<file path="src/rtl/ex_muldiv_seq_pkg.sv">
// Shared EX-stage definitions for the iterative RV32M multiply/divide unit.
// The DIV state encoding exists only when RV32_MULDIV_DIV_EN is defined.
package ex_muldiv_seq_pkg;

  typedef enum logic [2:0] {
    OP_MUL    = 3'd0,
    OP_MULH   = 3'd1,
    OP_MULHSU = 3'd2,
    OP_MULHU  = 3'd3,
    OP_DIV    = 3'd4,
    OP_DIVU   = 3'd5,
    OP_REM    = 3'd6,
    OP_REMU   = 3'd7
  } op_e;

  typedef enum logic [1:0] {
    ST_IDLE = 2'd0,
    ST_MUL  = 2'd1,
`ifdef RV32_MULDIV_DIV_EN
    ST_DIV  = 2'd2,
`endif
    ST_DONE = 2'd3
  } state_e;

  localparam int         ITER_COUNT = 32;
  localparam logic [4:0] ITER_LAST  = 5'(ITER_COUNT - 1);

  function automatic logic f_rs1_signed(input logic [2:0] op);
    return op inside {OP_MUL, OP_MULH, OP_MULHSU, OP_DIV, OP_REM};
  endfunction

  function automatic logic f_rs2_signed(input logic [2:0] op);
    return op inside {OP_MUL, OP_MULH, OP_DIV, OP_REM};
  endfunction

  // Conditional two's-complement negate; also yields the magnitude of a signed operand.
  function automatic logic [31:0] f_cneg(input logic [31:0] v, input logic neg);
    return neg ? (~v + 32'd1) : v;
  endfunction

endpackage

</file>
<file path="src/rtl/ex_muldiv_seq_div_step.sv">
// One restoring-division iteration: shift in the next dividend bit, trial subtract, restore.
// Compiled only when RV32_MULDIV_DIV_EN is defined.
`ifdef RV32_MULDIV_DIV_EN
module ex_div_step (
  input  logic [31:0] i_rem,
  input  logic [31:0] i_quo,
  input  logic [31:0] i_dvsr,
  output logic [31:0] o_rem,
  output logic [31:0] o_quo
);

  logic [32:0] w_shift;
  logic [32:0] w_diff;

  assign w_shift = {i_rem, i_quo[31]};
  assign w_diff  = w_shift - {1'b0, i_dvsr};

  // Partial remainder stays below the divisor, so a borrow out of bit 32 means "restore".
  always_comb begin
    o_rem = w_diff[31:0];
    o_quo = {i_quo[30:0], 1'b1};
    if (w_diff[32]) begin
      o_rem = w_shift[31:0];
      o_quo = {i_quo[30:0], 1'b0};
    end
  end

endmodule
`endif

</file>
<file path="src/rtl/ex_muldiv_seq.sv">
// Iterative RV32M multiply/divide unit for the EX stage (32 radix-2 iterations).
// Divider datapath and DIV state are built only when RV32_MULDIV_DIV_EN is defined.
module ex_muldiv_seq
  import ex_muldiv_seq_pkg::*;
(
  input  logic        clk,
  input  logic        rst,
  input  logic        start,
  input  logic [2:0]  op,
  input  logic [31:0] rs1,
  input  logic [31:0] rs2,
  input  logic        flush,
  output logic        busy,
  output logic        done,
  output logic [31:0] result
);

  state_e      r_state;
  state_e      w_state_nxt;
  logic [4:0]  r_cnt;
  op_e         r_op;
  logic [63:0] r_prod;
  logic [31:0] r_opnd;
  logic        r_neg;
  logic [31:0] r_result;

  logic        w_accept;
  logic        w_s1_neg;
  logic        w_s2_neg;
  logic [31:0] w_mag1;
  logic [31:0] w_mag2;
  logic [32:0] w_mul_sum;
  logic [63:0] w_mul_nxt;
  logic [63:0] w_mul_fin;

  assign w_accept = (r_state == ST_IDLE) && start && !flush;
  assign w_s1_neg = f_rs1_signed(op) && rs1[31];
  assign w_s2_neg = f_rs2_signed(op) && rs2[31];
  assign w_mag1   = f_cneg(rs1, w_s1_neg);
  assign w_mag2   = f_cneg(rs2, w_s2_neg);

  // r_prod holds {partial product, remaining multiplier bits}; r_opnd is the multiplicand.
  assign w_mul_sum = {1'b0, r_prod[63:32]} + (r_prod[0] ? {1'b0, r_opnd} : 33'd0);
  assign w_mul_nxt = {w_mul_sum, r_prod[31:1]};
  assign w_mul_fin = r_neg ? (~w_mul_nxt + 64'd1) : w_mul_nxt;

`ifdef RV32_MULDIV_DIV_EN
  logic        r_rem_neg;
  logic        w_div_zero;
  logic        w_div_ovf;
  logic [31:0] w_step_rem;
  logic [31:0] w_step_quo;
  logic [31:0] w_div_quo;
  logic [31:0] w_div_rem;

  assign w_div_zero = (rs2 == 32'd0);
  assign w_div_ovf  = !op[0] && (rs1 == 32'h8000_0000) && (rs2 == 32'hFFFF_FFFF);

  // For division r_prod holds {partial remainder, dividend/quotient}; r_opnd is the divisor.
  ex_div_step u_div_step (
    .i_rem  (r_prod[63:32]),
    .i_quo  (r_prod[31:0]),
    .i_dvsr (r_opnd),
    .o_rem  (w_step_rem),
    .o_quo  (w_step_quo)
  );

  assign w_div_quo = f_cneg(w_step_quo, r_neg);
  assign w_div_rem = f_cneg(w_step_rem, r_rem_neg);
`endif

  always_ff @(posedge clk) begin
    if (rst) r_state <= ST_IDLE;
    else     r_state <= w_state_nxt;
  end

  always_comb begin
    w_state_nxt = r_state;
    busy        = 1'b0;
    done        = 1'b0;
    case (r_state)
      ST_IDLE: begin
        if (start && !flush) begin
          if (!op[2]) w_state_nxt = ST_MUL;
`ifdef RV32_MULDIV_DIV_EN
          else if (w_div_zero || w_div_ovf) w_state_nxt = ST_DONE;
          else w_state_nxt = ST_DIV;
`else
          else w_state_nxt = ST_DONE;
`endif
        end
      end
      ST_MUL: begin
        busy = 1'b1;
        if (flush) w_state_nxt = ST_IDLE;
        else if (r_cnt == ITER_LAST) w_state_nxt = ST_DONE;
      end
`ifdef RV32_MULDIV_DIV_EN
      ST_DIV: begin
        busy = 1'b1;
        if (flush) w_state_nxt = ST_IDLE;
        else if (r_cnt == ITER_LAST) w_state_nxt = ST_DONE;
      end
`endif
      ST_DONE: begin
        done        = 1'b1;
        w_state_nxt = ST_IDLE;
      end
      default: w_state_nxt = ST_IDLE;
    endcase
  end

  always_ff @(posedge clk) begin
    if (rst) begin
      r_cnt    <= 5'd0;
      r_op     <= OP_MUL;
      r_prod   <= 64'd0;
      r_opnd   <= 32'd0;
      r_neg    <= 1'b0;
      r_result <= 32'd0;
`ifdef RV32_MULDIV_DIV_EN
      r_rem_neg <= 1'b0;
`endif
    end else if (w_accept) begin
      r_cnt <= 5'd0;
      r_op  <= op_e'(op);
      r_neg <= w_s1_neg ^ w_s2_neg;
      if (!op[2]) begin
        r_prod <= {32'd0, w_mag2};
        r_opnd <= w_mag1;
      end else begin
`ifdef RV32_MULDIV_DIV_EN
        r_prod    <= {32'd0, w_mag1};
        r_opnd    <= w_mag2;
        r_rem_neg <= w_s1_neg;
        if (w_div_zero)     r_result <= op[1] ? rs1 : 32'hFFFF_FFFF;
        else if (w_div_ovf) r_result <= op[1] ? 32'd0 : 32'h8000_0000;
`else
        r_result <= 32'd0;
`endif
      end
    end else if (r_state == ST_MUL && !flush) begin
      r_cnt  <= r_cnt + 5'd1;
      r_prod <= w_mul_nxt;
      if (r_cnt == ITER_LAST)
        r_result <= (r_op == OP_MUL) ? w_mul_fin[31:0] : w_mul_fin[63:32];
    end
`ifdef RV32_MULDIV_DIV_EN
    else if (r_state == ST_DIV && !flush) begin
      r_cnt  <= r_cnt + 5'd1;
      r_prod <= {w_step_rem, w_step_quo};
      if (r_cnt == ITER_LAST)
        r_result <= r_op[1] ? w_div_rem : w_div_quo;
    end
`endif
  end

  assign result = r_result;

endmodule

</file>
<file path="config.mk">
export PLATFORM = sky130hd
export DESIGN_NAME = ex_muldiv_seq
export DESIGN_NICKNAME = d
export VERILOG_FILES = /design/src/rtl/ex_muldiv_seq_pkg.sv /design/src/rtl/ex_muldiv_seq_div_step.sv /design/src/rtl/ex_muldiv_seq.sv
export SDC_FILE = /design/constraint.sdc
export NUM_CORES = 1
export LEC_CHECK = 0
export ABC_AREA = 1
export CELL_PAD_IN_SITES_DETAIL_PLACEMENT = 1
export CELL_PAD_IN_SITES_GLOBAL_PLACEMENT = 1
export CORE_ASPECT_RATIO = 0.8
export CORE_MARGIN = 3
export CORE_UTILIZATION = 44
export CTS_CLUSTER_DIAMETER = 30
export DETAILED_ROUTE_END_ITERATION = 8
export PLACE_DENSITY = 0.85
export SETUP_SLACK_MARGIN = 0.15
export SLEW_MARGIN = 20
export SYNTH_ARGS = -nofsm -noshare
export SYNTH_HDL_FRONTEND = slang
export SYNTH_HIERARCHICAL = 1
export SYNTH_SLANG_ARGS = --single-unit
</file>
<file path="constraint.sdc">
create_clock -name clk -period 4.6 [get_ports clk]
set_clock_uncertainty 0.2 [all_clocks]
set_input_delay 0.92 -clock clk [delete_from_list [all_inputs] [get_ports clk]]
set_output_delay 0.92 -clock clk [all_outputs]
set_load 0.01 [all_outputs]
</file>
=== Word-level counts from Yosys, hierarchy flattened ===
Index checks and enable logic that the tools add are counted.

* Reductions and logical operators: 19
* Add/subtract/negate cells: 5
* Eq/ne operators: 11
* Bitwise operators: 5
* Multiplexer cells: 19

{| class="wikitable"
|+ Operators with widths
! kind !! count
|-
| $mux 32 || 8
|-
| $mux 64 || 4
|-
| $add 32x1->32 const B || 2
|-
| $add 64x1->64 const B || 1
|-
| $not 32->32 || 2
|-
| $not 64->64 || 1
|-
| $add 32x32->33 || 1
|-
| $mux 2 || 4
|-
| $eq 3x3->1 const B || 2
|-
| $logic_and 1x1->1 || 6
|-
| $logic_not 3->1 || 2
|-
| $reduce_and 2->1 || 3
|-
| $add 5x1->5 const B || 1
|-
| $eq 5x5->1 const B || 1
|-
| $reduce_bool 5->1 || 1
|-
| $ne 2x2->1 const B || 2
|-
| $pmux 2 s2 || 1
|-
| $reduce_bool 2->1 || 2
|-
| $reduce_bool 4->1 || 1
|-
| $eq 3x1->1 const B || 1
|-
| $eq 3x2->1 const B || 1
|-
| $ne 3x3->1 const B || 1
|-
| $reduce_and 3->1 || 1
|-
| $eq 2x1->1 const B || 1
|-
| other kinds (8) || 9
|}

* Input port bits: 71
* Register bits: 139
* Logic and storage cells: 66

=== Logic depth before layout (Yosys ltp) ===
* Depth in word-level cells: 9
* Depth in mapped cells: 27
* Mapped depth without buffers: 24

=== Worst setup path before layout ===
OpenSTA, ideal clock, no wires.

* Kind: register to register
* From: register r_prod[0]
* To: register r_result[30], in the netlist result[30]
* Setup time: 0.134 ns
* Arrival time: 2.756 ns
* Stages on the path, launching flop included: 25
* Slack: 1.510 ns
* Buffers on the path: 2
* Cells stage by stage: dfxtp_1 clkbuf_1 clkbuf_1 nand2_1 inv_1 ha_1 fa_1 nand3_1 nand3_2 nand2_1 nand2_1 nand2_1 nand2_1 nand2_1 nand2_1 nor2_1 nand3_1 nor2_1 nand2_1 nand2_1 nand2_1 nand2_1 nand3_1 nand2_1 a21oi_1

* Cells in the longest elaborated chain, start to end: 9

{| class="wikitable"
|+ Ends and longest elaborated chain
! element !! RTL line !! text
|-
| start: declaration || ex_muldiv_seq.sv:22 || <nowiki>logic [63:0] r_prod;</nowiki>
|-
| start signal: assignment || ex_muldiv_seq.sv:129 || <nowiki>r_prod <= {32'd0, w_mag2};</nowiki>
|-
| start signal: assignment || ex_muldiv_seq.sv:144 || <nowiki>r_prod <= w_mul_nxt;</nowiki>
|-
| $mux 32 (*) || ex_muldiv_seq.sv:43 || <nowiki>assign w_mul_sum = {1'b0, r_prod[63:32]} + (r_prod[0] ? {1'b0, r_opnd} : 33'd0);</nowiki>
|-
| $add 32x32->33 (*) || ex_muldiv_seq.sv:43 ||
|-
| $not 64->64 || ex_muldiv_seq.sv:45 || <nowiki>assign w_mul_fin = r_neg ? (~w_mul_nxt + 64'd1) : w_mul_nxt;</nowiki>
|-
| $add 64x1->64 || ex_muldiv_seq.sv:45 ||
|-
| $mux 64 (*) || ex_muldiv_seq.sv:45 ||
|-
| $mux 32 (*) || ex_muldiv_seq.sv:146 || <nowiki>r_result <= (r_op == OP_MUL) ? w_mul_fin[31:0] : w_mul_fin[63:32];</nowiki>
|-
| $mux 32 (*) || ex_muldiv_seq.sv:145 || <nowiki>if (r_cnt == ITER_LAST)</nowiki>
|-
| $mux 32 (*) || ex_muldiv_seq.sv:142 || <nowiki>end else if (r_state == ST_MUL && !flush) begin</nowiki>
|-
| $mux 32 (*) || ex_muldiv_seq.sv:124 || <nowiki>end else if (w_accept) begin</nowiki>
|-
| end signal: assignment || ex_muldiv_seq.sv:146 ||
|-
| end: declaration || ex_muldiv_seq.sv:25 || <nowiki>logic [31:0] r_result;</nowiki>
|}

Mark *: on every way between the ends. The rest lies on a longest branch, timed or not. The select of a mux whose other input is x is not followed.
A chain may end at the register's enable or synchronous reset.

=== Worst setup path in the final report ===
* From: register r_prod[0]
* To: register r_result[29], in the netlist result[29]

Same word-level chain as after synthesis.

==> metrics.md <==
| Metric | Value |
|---|---|
| Status | `finished, final reports clean` |
| Core Rows | `52` |
| DRT Pass-1 Iters | `5` |
| Flop2flop setup slack | `710 ps` |
| Syn nets | `around 2100` |
| Met3 routed WL | `around 2.8 mm` |
| All-Layer GR Usage | `0.321` |
| Post-CTS Setup Repair Bufs | `0` |
| Pleak | `6.54 nW` |
| Top-area cell type share of the netlist area | `0.239` |
| Placeable core area | `25600 sq um` |
| DP HPWL | `36.0 mm` |
| Core Util, Final | `0.531` |
| Slowest cell on the critical path | `dfxtp_2` |
| CTS root buf | `clkbuf_16` |
| CP max FO | `28` |
| Syn avg cell area | `about 5.7 sq um` |
| Post-Synthesis Cell Area | `11600 sq um` |
| Post-route cell area | `13600 sq um` |
| YS warnings | `6` |
| Largest cells by area after synthesis | `dfxtp_1 (24%), nand2_1 (21%), inv_1 (8.5%)` |
| CTS buffer count | `17` |
| CP Capture Type | `register` |
| Setup violations, final | `0` |
| Post-Synthesis Cells | `2034` |
| CTS tree | `built` |
| Area Overhead vs Synth | `17.2%` |
| DIE HEIGHT | `roughly 150 microns` |
| Most frequent CP cell | `nand2_1` |
| FF-to-FF Start | `r_prod[0]` |
| Max-slew violation count | `0` |
| Starting Density | `0.453` |
| Worst min-delay path class | `register to register` |
| Crit-path cells | `nand2_1 -> inv_1 -> ha_1 -> nand2_1 -> inv_2 -> nand2_1 -> nand2_1 -> a21oi_1 -> nand2_1 -> nand2_1 -> nand2_2 -> nor2_1 -> nand3_1 -> nor2_1 -> nand3_1 -> nand2_1 -> nand2_1 -> nand2_1 -> nand3_1 -> nand2_1 -> a21oi_1` |
| Hold buffer count at cts | `0` |
| Most frequent cell after synthesis | `nand2_1` |
| Synthesized flop and latch total | `139` |
| Ports | `roughly 110` |
| DRC viols | `0` |
| Placed cells | `around 2400` |
| Final WL | `approximately 46 mm` |
| RePlAce Congestion | `0.953` |
| WP data arrival | `~4000 ps` |
| Drt wl/cell | `18.6 microns` |
| Die Span X | `188 microns` |
| Initial antenna violation count | `0` |
| Layout Cells excl Fill | `2469` |
| Pwr per Cell Area | `between 200 and 300 nW/um^2` |
| Hold path start | `r_opnd[10]` |
| Max incr delay on CP | `610 ps` |
| Buf+Inv Stages, Crit Path | `2` |
| CP startpoint kind | `register` |
| Final Cycle Share | `0.846` |
| Die area | `28400 sq um` |
| Asr flop ratio synth | `0` |
| Launch point of the worst path | `r_prod[0]` |
| Antenna Cells | `0` |
| TNS Setup | `0 ps` |
| Relative slew slack | `0.371` |
| Max_cap viols | `0` |
| First-pass GRT wire length | `between 70 and 80 mm` |
| DRT antenna net count | `0` |
| FILL cells | `~3700` |
| Final critical-path required period | `just under 4000 ps` |
| Achievable clock frequency | `257 MHz` |
| Top sig layer | `met4` |
| Vias/cell | `5.59` |
| RSZ-0062 raised after global routing | `false` |
| Max IR drop VDD | `253 uV` |
| Crit-path leading delay family | `simple AND/OR/NAND/NOR gates` |
| Worst-Margin Slew | `942 ps` |
| Met1 wire length | `22.4 mm` |
| # nets final | `roughly 2200` |
| WP data required | `between 4000 and 5000 ps` |
| Post-synth EDFFs | `0` |
| Post-synth cell types | `49` |
| Main synth FF type | `dfxtp_1` |
| Largest area contributor in the netlist | `dfxtp_1` |
| Routed wire length on met2 | `19.8 mm` |
| Placed cell areas | `13000 sq um` |
| Clock slew at reported path FFs | `70 ps` |
| Gr ovfl total | `0` |
| Power consumption | `between 3 and 4 mW` |
| Vias in the first global route | `about 14000` |
| Clk_lat worst skew | `450 ps` |
| CTS max path bufs | `2` |
| Largest net degree at the start of global routing | `69` |
| Vias post-DR | `13796` |
| H-tree levels | `4` |
| Port-buffer cells | `between 100 and 150` |
| Clock Sinks | `between 100 and 150` |
| Synth top cells by count | `nand2_1 (648), inv_1 (262), a21oi_1 (177), nor2_1 (174), o21ai_0 (157)` |
| Hold Fails Final Rpt | `0` |
| Critical Setup Path Class | `register to register` |
| Sequential share of the synthesized area | `0.239` |
| Share of cells above drive strength 1 | `0.0699` |
| Iter 0 DRT Violations | `1119` |
[report_power, final]
group          leakage, nW  switching, mW  total (mW)  internal (mW)
Clock                0.316          0.655        1.54          0.886
Sequential            1.13         0.0573        1.30           1.24
Combinational         5.10          0.475       0.717          0.242
[metal layers]
layer  global-route usage  up-vias
met2                0.509      446
met4               0.0761        0
met3               0.0507       72
met5                    0        -
met1                0.457     6596
li1                     -     6682
[through the flow]
| step | worst slack, ps | hold slack [ps] |
|---|---|---|
| finish | 709 | 269 |
| floorplan | 1510 | 217 |
| detailed placement | 613 | 253 |
| global route | 381 | 288 |
| global placement | 757 | 236 |
| CTS | 513 | 271 |
[state kept, by name (all words and copies together), names as in the netlist]
signal,cells
r_op,3
result,32
r_state,2
r_prod,64
r_cnt,5
r_opnd,32
r_neg,1
[layout make-up]
type	instances	area [sq um]	area share
multi-input cells	1549	7540	0.554
flip-flops and latches	139	2790	0.204
repair buffers	121	1180	0.0863
inverters	277	1040	0.0763
well taps	351	439	0.0322
clock buffers	17	425	0.0312
clock inverters	15	215	0.0158
[layout by cell type (no fill, tap or decap), types with 3 or more instances in the layout]
cell | synthesis | final
nor2_1 | 174 | 174
clkdlybuf4s50_1 | 0 | 103
clkbuf_16 | 0 | 17
or2_0 | 3 | 3
nand3_1 | 115 | 115
inv_6 | 0 | 6
nand4_1 | 23 | 23
o21ai_1 | 3 | 3
bufinv_16 | 0 | 3
a32o_1 | 4 | 4
a21oi_2 | 4 | 5
o221ai_1 | 3 | 3
nand3b_1 | 12 | 12
nand3_2 | 8 | 8
nand2_2 | 21 | 21
inv_2 | 13 | 15
nor2_2 | 24 | 24
nor4_1 | 9 | 9
a31oi_1 | 14 | 14
nor3_2 | 6 | 7
ha_1 | 37 | 37
xnor2_1 | 9 | 9
dfxtp_1 | 139 | 137
o21ai_0 | 157 | 157
xor2_1 | 24 | 24
nor2_4 | 4 | 4
inv_1 | 262 | 260
inv_8 | 0 | 5
or2_1 | 5 | 5
or2_2 | 6 | 6
nand2_1 | 648 | 648
buf_4 | 1 | 16
nor3_1 | 35 | 34
o211ai_1 | 5 | 5
a21oi_1 | 177 | 176
[what timing repair did]
action                     CTS  global route
hold endpoints to repair     0             0
gates resized for setup      0             1
setup endpoints to repair    0             2
[worst register-to-register path, stage by stage, from the launching register on]
cell	delay (ps)
dfxtp_2	610
nand2_1	100
inv_1	90
ha_1	300
nand2_1	240
inv_2	50
nand2_1	70
nand2_1	160
a21oi_1	230
nand2_1	210
nand2_1	120
nand2_2	120
nor2_1	190
nand3_1	100
nor2_1	170
nand3_1	150
nand2_1	190
nand2_1	100
nand2_1	70
nand3_1	110
nand2_1	100
a21oi_1	60
[final timing paths]
kind | to | cells past startpoint
max | result[29] | 21
min | r_opnd[10] | 2
max reg2reg | result[29] | 21
min reg2reg | r_opnd[10] | 2
[kinds of logic after synthesis]
family | after synthesis | share of synthesized area
buf+inv | 346 | 0.112
fa+ha+maj | 38 | 0.0415
simple gates | 1100 | 0.409
compound gates | 377 | 0.172
xor+xnor | 34 | 0.0263
flops | 139 | 0.239
(Power assumes the default switching activity.)
